[src/rtl/issue_control_pkg.sv]
// issue_control_pkg: unit encodings, latency table and pipe selection shared by the issue logic
package issue_control_pkg;
  localparam int UNIT_ID_SIZE = 3;
  typedef enum logic [UNIT_ID_SIZE-1:0] {
    U_FX1, U_BYTE, U_FX2, U_PERM, U_LS, U_BRANCH, U_SP_FP, U_SP_INT
  } unit_e;
  typedef enum logic {IDLE, HALF} state_e;
  function automatic logic [2:0] unit_lat(input logic [UNIT_ID_SIZE-1:0] u);
    case (unit_e'(u))
      U_FX1: return 3'd2;
      U_SP_FP, U_LS: return 3'd6;
      U_SP_INT: return 3'd7;
      default: return 3'd3;
    endcase
  endfunction
  function automatic logic unit_odd(input logic [UNIT_ID_SIZE-1:0] u);
    return u == U_PERM || u == U_LS || u == U_BRANCH;
  endfunction
endpackage

[src/rtl/issue_scoreboard.sv]
// issue_scoreboard: per-register result countdown with two load ports and eight read ports
module issue_scoreboard #(
  parameter int NUM_REGS = 128,
  parameter int CNT_W = 3,
  parameter int AW = $clog2(NUM_REGS)
) (
  input  logic             clk,
  input  logic             reset,
  input  logic [1:0]       ld_en,
  input  logic [AW-1:0]    ld_addr [2],
  input  logic [CNT_W-1:0] ld_lat [2],
  input  logic [AW-1:0]    rd_addr [8],
  output logic [CNT_W-1:0] rd_val [8]
);
  logic [CNT_W-1:0] sb [NUM_REGS];
  // load on issue, otherwise count each pending entry down to zero
  always_ff @(posedge clk or negedge reset)
    if (!reset) for (int r = 0; r < NUM_REGS; r++) sb[r] <= '0;
    else for (int r = 0; r < NUM_REGS; r++)
      sb[r] <= (ld_en[0] && ld_addr[0] == AW'(r)) ? ld_lat[0] :
               (ld_en[1] && ld_addr[1] == AW'(r)) ? ld_lat[1] :
               sb[r] - CNT_W'(sb[r] != '0);
  // reads report cycles still outstanding once this cycle's countdown is applied
  always_comb
    for (int i = 0; i < 8; i++) rd_val[i] = sb[rd_addr[i]] - CNT_W'(sb[rd_addr[i]] != '0);
endmodule

[src/rtl/issue_control.sv]
// issue_control: in-order dual-issue of a decoded pair onto even/odd pipes with scoreboard hazards
module issue_control import issue_control_pkg::*; #(
  parameter int NUM_REGS = 128,
  parameter int CNT_W = 3,
  localparam int REG_ADDR_WIDTH = $clog2(NUM_REGS)
) (
  input  logic                      clk,
  input  logic                      reset,
  input  logic                      in_valid,
  output logic                      in_ready,
  input  logic                      s0_valid, s1_valid,
  input  logic [UNIT_ID_SIZE-1:0]   s0_unit, s1_unit,
  input  logic                      s0_wr, s1_wr,
  input  logic [REG_ADDR_WIDTH-1:0] s0_rt, s1_rt,
  input  logic [REG_ADDR_WIDTH-1:0] s0_ra, s0_rb, s0_rc,
  input  logic [REG_ADDR_WIDTH-1:0] s1_ra, s1_rb, s1_rc,
  input  logic [2:0]                s0_use, s1_use,
  input  logic                      flush,
  output logic                      even_issue, odd_issue,
  output logic                      even_slot, odd_slot,
  output logic [31:0]               stall_cnt
);
  state_e state;
  logic [REG_ADDR_WIDTH-1:0] rd_addr [8];
  logic [CNT_W-1:0] rv [8];
  logic [CNT_W-1:0] lat0, lat1;
  logic blk0, blk1, dep, iss0, iss1, rdy, go_half;
  assign lat0 = CNT_W'(unit_lat(s0_unit));
  assign lat1 = CNT_W'(unit_lat(s1_unit));
  assign rd_addr = '{s0_ra, s0_rb, s0_rc, s0_rt, s1_ra, s1_rb, s1_rc, s1_rt};
  assign blk0 = (s0_use[0] && rv[0] != '0) || (s0_use[1] && rv[1] != '0) ||
                (s0_use[2] && rv[2] != '0) || (s0_wr && rv[3] > lat0);
  assign blk1 = (s1_use[0] && rv[4] != '0) || (s1_use[1] && rv[5] != '0) ||
                (s1_use[2] && rv[6] != '0) || (s1_wr && rv[7] > lat1);
  assign dep = s0_wr && ((s1_use[0] && s1_ra == s0_rt) || (s1_use[1] && s1_rb == s0_rt) ||
                         (s1_use[2] && s1_rc == s0_rt) || (s1_wr && s1_rt == s0_rt));
  issue_scoreboard #(.NUM_REGS(NUM_REGS), .CNT_W(CNT_W), .AW(REG_ADDR_WIDTH)) u_sb (
    .clk(clk), .reset(reset),
    .ld_en({iss1 && s1_wr, iss0 && s0_wr}),
    .ld_addr('{s0_rt, s1_rt}), .ld_lat('{lat0, lat1}),
    .rd_addr(rd_addr), .rd_val(rv)
  );
  // choose which slots issue this cycle; slot1 never overtakes a held slot0
  always_comb begin
    iss0 = 1'b0;
    iss1 = 1'b0;
    rdy = 1'b1;
    go_half = 1'b0;
    if (state == HALF) begin
      iss1 = in_valid && !blk1;
      rdy = iss1;
    end else if (in_valid && s0_valid) begin
      iss0 = !blk0;
      iss1 = !blk0 && s1_valid && unit_odd(s0_unit) != unit_odd(s1_unit) && !dep && !blk1;
      rdy = iss0 && (!s1_valid || iss1);
      go_half = iss0 && s1_valid && !iss1;
    end else if (in_valid && s1_valid) begin
      iss1 = !blk1;
      rdy = iss1;
    end
    if (flush) begin
      iss0 = 1'b0;
      iss1 = 1'b0;
      rdy = 1'b1;
      go_half = 1'b0;
    end
  end
  assign in_ready = reset && rdy;
  assign even_issue = reset && ((iss0 && !unit_odd(s0_unit)) || (iss1 && !unit_odd(s1_unit)));
  assign odd_issue = reset && ((iss0 && unit_odd(s0_unit)) || (iss1 && unit_odd(s1_unit)));
  assign even_slot = reset && iss1 && !unit_odd(s1_unit);
  assign odd_slot = reset && iss1 && unit_odd(s1_unit);
  // pair progress state and saturating stall counter
  always_ff @(posedge clk or negedge reset)
    if (!reset) begin
      state <= IDLE;
      stall_cnt <= '0;
    end else begin
      state <= flush ? IDLE : go_half ? HALF : (state == HALF && iss1) ? IDLE : state;
      if (in_valid && !iss0 && !iss1 && stall_cnt != '1) stall_cnt <= stall_cnt + 32'd1;
    end
endmodule

[config.mk]
export PLATFORM = sky130hd
export DESIGN_NAME = issue_control
export DESIGN_NICKNAME = d
export VERILOG_FILES = /design/src/rtl/issue_control_pkg.sv /design/src/rtl/issue_scoreboard.sv /design/src/rtl/issue_control.sv
export SDC_FILE = /design/constraint.sdc
export NUM_CORES = 2
export LEC_CHECK = 0
export CAP_MARGIN = 20
export CORE_ASPECT_RATIO = 2
export CORE_MARGIN = 3
export CORE_UTILIZATION = 23
export DETAILED_ROUTE_END_ITERATION = 6
export HOLD_SLACK_MARGIN = 0.06
export SLEW_MARGIN = 10
export SYNTH_ARGS = -nofsm -noshare
export SYNTH_HDL_FRONTEND = slang
export SYNTH_SLANG_ARGS = --single-unit
[constraint.sdc]
create_clock -name clk -period 10.27 [get_ports clk]
set_clock_uncertainty 0.15 [all_clocks]
set_input_delay 2.054 -clock clk [delete_from_list [all_inputs] [get_ports clk]]
set_output_delay 2.054 -clock clk [all_outputs]
set_load 0.03 [all_outputs]
; ---- Word-level counts from Yosys, hierarchy flattened
; Index checks and enable logic that the tools add are counted.
; W data, S select, Z words.
[op_classes]
add_sub_neg = 137
n_lt_le_gt_ge = 10
n_eq_ne = 270
mux = 299
bitwise_logic = 8
n_reduce_logical = 468
[op_table]
columns = operator, n
row1 = $eq A7 B7 Y1 const B, 128
row2 = $mux W3, 272
row3 = $eq A7 B6 Y1 const B, 64
row4 = $reduce_bool A3 Y1, 143
row5 = $sub A3 B1 Y3, 136
row6 = $logic_and A1 B1 Y1, 294
row7 = $eq A7 B5 Y1 const B, 32
row8 = $bmux W3 S7, 8
row9 = $eq A7 B4 Y1 const B, 16
row10 = $ge A8 B8 Y1 const B, 8
row11 = $not A7 Y8, 8
row12 = $eq A7 B3 Y1 const B, 8
row13 = $add A32 B1 Y32 const B, 1
row14 = $ne A32 B32 Y1 const B, 1
row15 = $eq A7 B2 Y1 const B, 4
row16 = $eq A7 B7 Y1, 4
row17 = $eq A3 B3 Y1 const B, 8
row18 = $pmux W3 S3, 2
row19 = $mux W1, 17
row20 = $logic_or A1 B1 Y1, 16
row21 = $eq A7 B1 Y1 const B, 2
row22 = $logic_not A7 Y1, 2
row23 = $logic_not A1 Y1, 9
row24 = $eq A3 B2 Y1 const B, 2
row25 = 4 further kinds, 7
[totals]
register_bits = 417
in_bits = 76
output_inout_bits = 37
wordCells = 1322

; ---- Longest topological paths before layout
[logic_depth]
depth_word = 23
depth_mapped = 25
ltp_nobuf = 18

; ---- By module
; A second synthesis with hierarchy kept.
[hier_totals]
cells_unflattened = 5379
hier_area_um2 = 52704.3
[by_module_without_submodules]
columns = module, instances, cells_per_inst, area_per_inst_um2, seq_area_each_um2
row1 = issue_scoreboard, 1, 5113, 50353.3, 9609.2
row2 = issue_control, 1, 266, 2351.0, 825.8

; ---- Worst setup path before layout
; Ideal clock, no wire load.
[synth_timing]
path_kind = input to output
from = input port s0_rb[0]
to = output port even_issue
arrival_ns = 8.302
required_time_ns = 8.066
slack_ns = -0.236
stages = 21
path_buffers = 7
cell_sequence = buf_2 -> buf_2 -> clkbuf_1 -> buf_1 -> buf_1 -> mux4_2 -> mux4_2 -> mux4_2 -> mux2i_1 -> nand3_1 -> ha_1 -> nand2_1 -> o41ai_1 -> o31ai_1 -> a2111oi_4 -> a31o_2 -> buf_2 -> nand2_1 -> buf_2 -> nor3_1 -> a31o_2
[synth_via]
elab_chain_len = 22
elab_cells_between_ends = 26
cone_classes = 1 x add/sub / 9 x mux / 1 x bitwise / 15 x reduce/logical
[synth_rtl]
columns = item, line
row1 = from (decl), issue_control.sv:15  ; input logic [REG_ADDR_WIDTH-1:0] s0_ra, s0_rb, s0_rc,
row2 = $not A7 Y8 (implied by the code) (*), issue_scoreboard.sv:25  ; for (int i = 0; i < 8; i++) rd_val[i] = sb[rd_addr[i]] - CNT_W'(sb[rd_addr[i]] != '0);
row3 = $bmux W3 S7 (*), issue_scoreboard.sv:25
row4 = $mux W3 (implied by the code) (*) (2 in a row), issue_scoreboard.sv:25
row5 = $reduce_bool A3 Y1, issue_scoreboard.sv:25
row6 = $sub A3 B1 Y3 (*), issue_scoreboard.sv:25
row7 = $reduce_bool A3 Y1 (*), issue_control.sv:31  ; assign blk0 = (s0_use[0] && rv[0] != '0) || (s0_use[1] && rv[1] != '0) ||
row8 = $logic_and A1 B1 Y1 (*), issue_control.sv:31
row9 = $logic_or A1 B1 Y1 (*) (2 in a row), issue_control.sv:31
row10 = $logic_or A1 B1 Y1 (*), issue_control.sv:32  ; (s0_use[2] && rv[2] != '0) || (s0_wr && rv[3] > lat0);
row11 = $logic_not A1 Y1 (*), "issue_control.sv:53, issue_control.sv:54"
row12 = $logic_and A1 B1 Y1 (4 in a row), issue_control.sv:54  ; iss1 = !blk0 && s1_valid && unit_odd(s0_unit) != unit_odd(s1_unit) && !dep && !blk1;
row13 = $mux W1, issue_control.sv:52  ; end else if (in_valid && s0_valid) begin
row14 = $mux W1, issue_control.sv:49  ; if (state == HALF) begin
row15 = $mux W1, issue_control.sv:61  ; if (flush) begin
row16 = $logic_and A1 B1 Y1, issue_control.sv:69  ; assign even_issue = reset && ((iss0 && !unit_odd(s0_unit)) || (iss1 && !unit_odd(s1_unit)));
row17 = $logic_or A1 B1 Y1 (*), issue_control.sv:69
row18 = $logic_and A1 B1 Y1 (*), issue_control.sv:69
row19 = to (decl), issue_control.sv:19  ; output logic even_issue, odd_issue,
; Every way passes the cells marked *; elsewhere a longest branch is shown, timed or not. The select of a mux whose other input is x is not followed.

; ---- Worst setup path in the final report
[layout_timing]
from = input port s0_rt[0]
to = output port in_ready
[layout_via]
elab_chain_len = 20
elab_cells_between_ends = 33
cone_classes = 1 x add/sub / 1 x order compare / 4 x eq/ne / 6 x mux / 1 x bitwise / 20 x reduce/logical
[layout_rtl]
columns = item, line
row1 = from (decl), issue_control.sv:14  ; input logic [REG_ADDR_WIDTH-1:0] s0_rt, s1_rt,
row2 = $not A7 Y8 (implied by the code), issue_scoreboard.sv:25
row3 = $bmux W3 S7, issue_scoreboard.sv:25
row4 = $mux W3 (implied by the code) (2 in a row), issue_scoreboard.sv:25
row5 = $reduce_bool A3 Y1, issue_scoreboard.sv:25
row6 = $sub A3 B1 Y3, issue_scoreboard.sv:25
row7 = $gt A3 B3 Y1, issue_control.sv:32
row8 = $logic_and A1 B1 Y1, issue_control.sv:32
row9 = $logic_or A1 B1 Y1, issue_control.sv:32
row10 = $logic_not A1 Y1, "issue_control.sv:53, issue_control.sv:54"
row11 = $logic_and A1 B1 Y1 (4 in a row), issue_control.sv:54
row12 = $logic_or A1 B1 Y1, issue_control.sv:55  ; rdy = iss0 && (!s1_valid || iss1);
row13 = $logic_and A1 B1 Y1 (*), issue_control.sv:55
row14 = $mux W1 (*), issue_control.sv:52
row15 = $mux W1 (*), issue_control.sv:49
row16 = $mux W1 (*), issue_control.sv:61
row17 = $logic_and A1 B1 Y1 (*), issue_control.sv:68  ; assign in_ready = reset && rdy;
row18 = to (decl), issue_control.sv:10  ; output logic in_ready,
; Marks and branches as above.

==> Flow_metrics.wiki <==
{| class="wikitable"
! Metric !! Value
|-
| Async set-or-reset flop fraction in the synthesized netlist || 100%
|-
| Instance count of the mapped netlist || just under 5,000
|-
| Worst-case setup margin in the final layout || approximately 0.31 ns
|-
| Initial antenna violation count || 92
|-
| Routability congestion estimate || 1.05
|-
| Number of H-tree branching levels || 2
|-
| Maximum net fanout on the critical path || 43
|-
| Final layout net count || about 5,400
|-
| Mux contribution to synthesized area || around two fifths
|-
| CTS tree || yes
|-
| Library cell occupying the most area in the post-synthesis netlist || sky130_fd_sc_hd__mux4_2
|-
| Data arrival, critical path || 7.75 ns
|-
| Netlist area before placement || 0.0526 mm2
|-
| Synthesized-area fraction occupied by ao, oa, aoi and oai cells || 12.6%
|-
| Drt wl/cell || around 55 um
|-
| Slowest library cell on the worst path || sky130_fd_sc_hd__mux4_2
|-
| Status || completed
|-
| Post-Place Worst Slack || between 0.2 and 0.25 ns
|-
| Proportion of power drawn by combinational gates || about three fifths
|-
| Overall track demand over capacity in global routing || 37.7%
|-
| Number of buffers inserted for hold repair after clock tree synthesis || 0
|-
| Xor-xnor portion of the synthesized cell area || under 10%
|-
| Peak ir drop on the vdd network || approximately 0.00016 V
|-
| Number of setup buffers added after CTS || 0
|-
| Post-synthesis share of cell area spent on full adders, half adders and majority gates || roughly 6.4%
|-
| Family of cells with the greatest summed delay on the critical path || multiplexers
|-
| Leakage power figure || 23.3 nW
|-
| Number of nets in the synthesized netlist || 5,270
|-
| Core area || ~0.23 mm2
|-
| Register share of total power || 29.0%
|-
| Final worst path period share || a little over nine tenths
|-
| Fraction of power spent switching nets || 56.2%
|-
| Cell at the root of the clock tree || sky130_fd_sc_hd__clkbuf_16
|-
| Dominant combinational cell family by area after synthesis || multiplexers
|-
| Type of origin of the critical path || input pin
|-
| YS warnings || 0
|-
| Flip-flop and latch count after synthesis || ~420
|-
| Portion of the post-synthesis area used by sequential elements || between 10% and 20%
|-
| Kind of critical path || in -> out
|-
| Sum of routed wire length over all layers || around 450,000 um
|-
| Highest clock frequency the design can meet || roughly 100 MHz
|-
| Per-instance average area after synthesis || approximately 11 um2
|-
| Area share of and/or/nand/nor cells after synthesis || between 10% and 20%
|-
| Initial cell density of the core || 23.2%
|-
| Pre-antenna DRT Iters || 6
|-
| Number of buffers added by the clock tree synthesis step || between 40 and 50
|-
| Power density over cell area || about 340 mW/mm2
|-
| Critical Path End Type || output pin
|-
| Die outline width || roughly 340 um
|-
| Worst path cell trace || buf_6 -> mux4_2 -> mux4_2 -> mux4_2 -> mux2i_1 -> nand3_1 -> ha_1 -> ha_1 -> xnor2_1 -> ha_1 -> nor3b_1 -> o211ai_1 -> o31ai_1 -> a2111oi_4 -> buf_4 -> nand2_1 -> or3_1 -> a211oi_2 -> buf_4 -> buf_12
|-
| WP buf/inv || 4
|-
| Post-detailed-route DRC marker count || 0
|-
| Maximum Capacitance Violations || 0
|-
| Post-DRT Antenna Nets || 0
|-
| Total power || 21.1 mW
|-
| Pin count of the biggest net entering global routing || around 120
|-
| Setup violators final || 0
|-
| Number of global-route vias before repair || 53,000
|-
| Clock edge transition at the registers on the reported setup and hold paths || roughly 0.060 ns
|-
| Required time reported for the critical path endpoint || slightly above 8 ns
|-
| Leading cell types in the layout, fill and taps excluded || sky130_fd_sc_hd__mux4_2, sky130_fd_sc_hd__buf_4, sky130_fd_sc_hd__dfrtp_1
|-
| Via Count || 54,900
|-
| First-pass GRT wire length || ~570,000 um
|-
| Die area || ~0.23 mm2
|-
| Sink Count || about 420
|-
| Longest individual stage delay on the worst path || slightly above 0.7 ns
|-
| Die height || between 600 and 700 um
|-
| I/O pin cnt || around 110
|-
| Pin slew with the least headroom to its limit || about 1.3 ns
|-
| Share of Yosys cell area claimed by the top area cell type || a little over a third
|-
| Number of library cell types mapped by synthesis || between 80 and 90
|-
| EDFF count, synth || 0
|-
| Number of buffers on the longest clock path || 3
|-
| Count of endpoints failing hold in the final timing report || 0
|-
| Cells taking the most area after synthesis || sky130_fd_sc_hd__mux4_2, sky130_fd_sc_hd__dfrtp_1, sky130_fd_sc_hd__ha_1, sky130_fd_sc_hd__mux2i_1, sky130_fd_sc_hd__clkbuf_1
|-
| Ys flop type || sky130_fd_sc_hd__dfrtp_1
|-
| Remaining global-route overflow || 0
|-
| Share of cells above drive strength 1 || between 30% and 40%
|-
| Cell area after placement || 0.0600 mm2
|-
| Clock share of power || between 9 and 10%
|-
| Std cell rows || between 200 and 250
|-
| Total half-perimeter wirelength after legalization and detailed placement || 341,000 um
|-
| Later-pin clock latency in the skew report || roughly 0.79 ns
|-
| Via density per instance || 6.75
|-
| Classification of the worst-slack hold path || reg -> reg
|-
| Most common library cell in the layout ignoring fill and taps || sky130_fd_sc_hd__mux4_2
|-
| Iteration-0 DRC Markers || between 7,000 and 8,000
|-
| Relative slew slack || between 10% and 20%
|-
| Total internal power || ~9.3 mW
|-
| Buffers on Ports || ~110
|-
| Slew Viols, Final || 0
|-
| Post-synthesis to final-layout area growth || 18.1%
|-
| Net switching power || about 12 mW
|-
| Post-route design area || roughly 0.062 mm2
|-
| Minimum clock period after layout || between 9 and 10 ns
|-
| RSZ-0062 raised after global routing || no
|}
-- cells by family after synthesis --
kind of cell,after synthesis
mux,1070
xor+xnor,192
flops,417
compound gates,896
fa+ha+maj,271
buf+inv,917
simple gates,1160
-- Yosys cell counts, drive strengths merged (56+ instances only) --
cell and n:
clkbuf 396, a211oi 78, inv 320, o31ai 86
a22oi 87, nor2 206, dfrtp 417, nor4 56
ha 271, xnor2 56, or3 160, nand3 113
mux2i 225, mux4 820, xor2 136, a221oi 137
o21ai 86, nor3 102, nand2 307, o211ai 95
a21oi 89, buf 199, o22ai 58
-- worst paths after layout --
| path | slack (ns) | to | start | depth (start not counted) |
|---|---|---|---|---|
| worst min-delay path | 0.35 | stall_cnt[20]$_DFFE_PN0P_ | stall_cnt[20]$_DFFE_PN0P_ | 1 |
| min in group asynchronous | 1.00 | u_sb.sb[211]$_DFF_PN0_ | reset | 1 |
| worst min register to register | 0.35 | stall_cnt[20]$_DFFE_PN0P_ | stall_cnt[20]$_DFFE_PN0P_ | 1 |
| max in group asynchronous | 5.99 | u_sb.sb[318]$_DFF_PN0_ | reset | 4 |
| worst max-delay path | 0.31 | in_ready | s0_rt[0] | 20 |
| worst max register to register | 2.79 | u_sb.sb[18]$_DFF_PN0_ | u_sb.sb[224]$_DFF_PN0_ | 22 |
-- layout make-up --
class	instances	area (um2)
multi-input combinational	3589	38800
timing repair buffer	654	5920
antenna	75	188
sequential	417	10400
clock inverter	26	403
fill	23800	165000
tap	2988	3740
clock buffer	66	1360
inverter	322	1210
-- flip-flops by register name, summed over array words and instances (netlist names) --
signal / count
stall_cnt: 32
state: 1
u_sb.sb: 384
-- through the flow --
step	instances	hold slack [ns]	TNS (ns)	util (%)
3_5_place_dp	7963	0.337	0	26.5
3_3_place_gp	7961	0.329	-0.483	26.5
4_1_cts	8055	0.354	0	27.2
6_report	8137	0.350	0	27.4
2_1_floorplan	4923	0.508	0	-
5_1_grt	8080	0.376	0	27.3
-- per-layer routing --
| layer | up-vias | wire, um | track usage (%) | share of wire (%) |
|---|---|---|---|---|
| met5 | - | 163 | 0 | 0.036 |
| met4 | 24 | 68700 | 43.5 | 15 |
| met3 | 1910 | 38400 | 9.71 | 8.6 |
| met2 | 4705 | 213000 | 62.8 | 48 |
| met1 | 28400 | 127000 | 35.0 | 28 |
| li1 | 19900 | - | - | - |
-- power by group through the flow --
stage / registers [mW] / clock network (mW) / logic (mW)
final: 6.14 / 2.08 / 12.9
after global routing: 5.82 / 2.14 / 13.4
after global placement: 5.87 / 0 / 12.1
after detailed placement: 5.85 / 0 / 12.3
after CTS: 5.82 / 2.11 / 12.4
after floorplan: 3.32 / 0 / 7.51
-- repair_timing --
action	4_1_cts	5_1_grt
gates resized for setup	0	3
hold endpoints to repair	0	0
endpoints found under the setup margin	0	1
No activity file was read; power rests on OpenSTA's default activity.
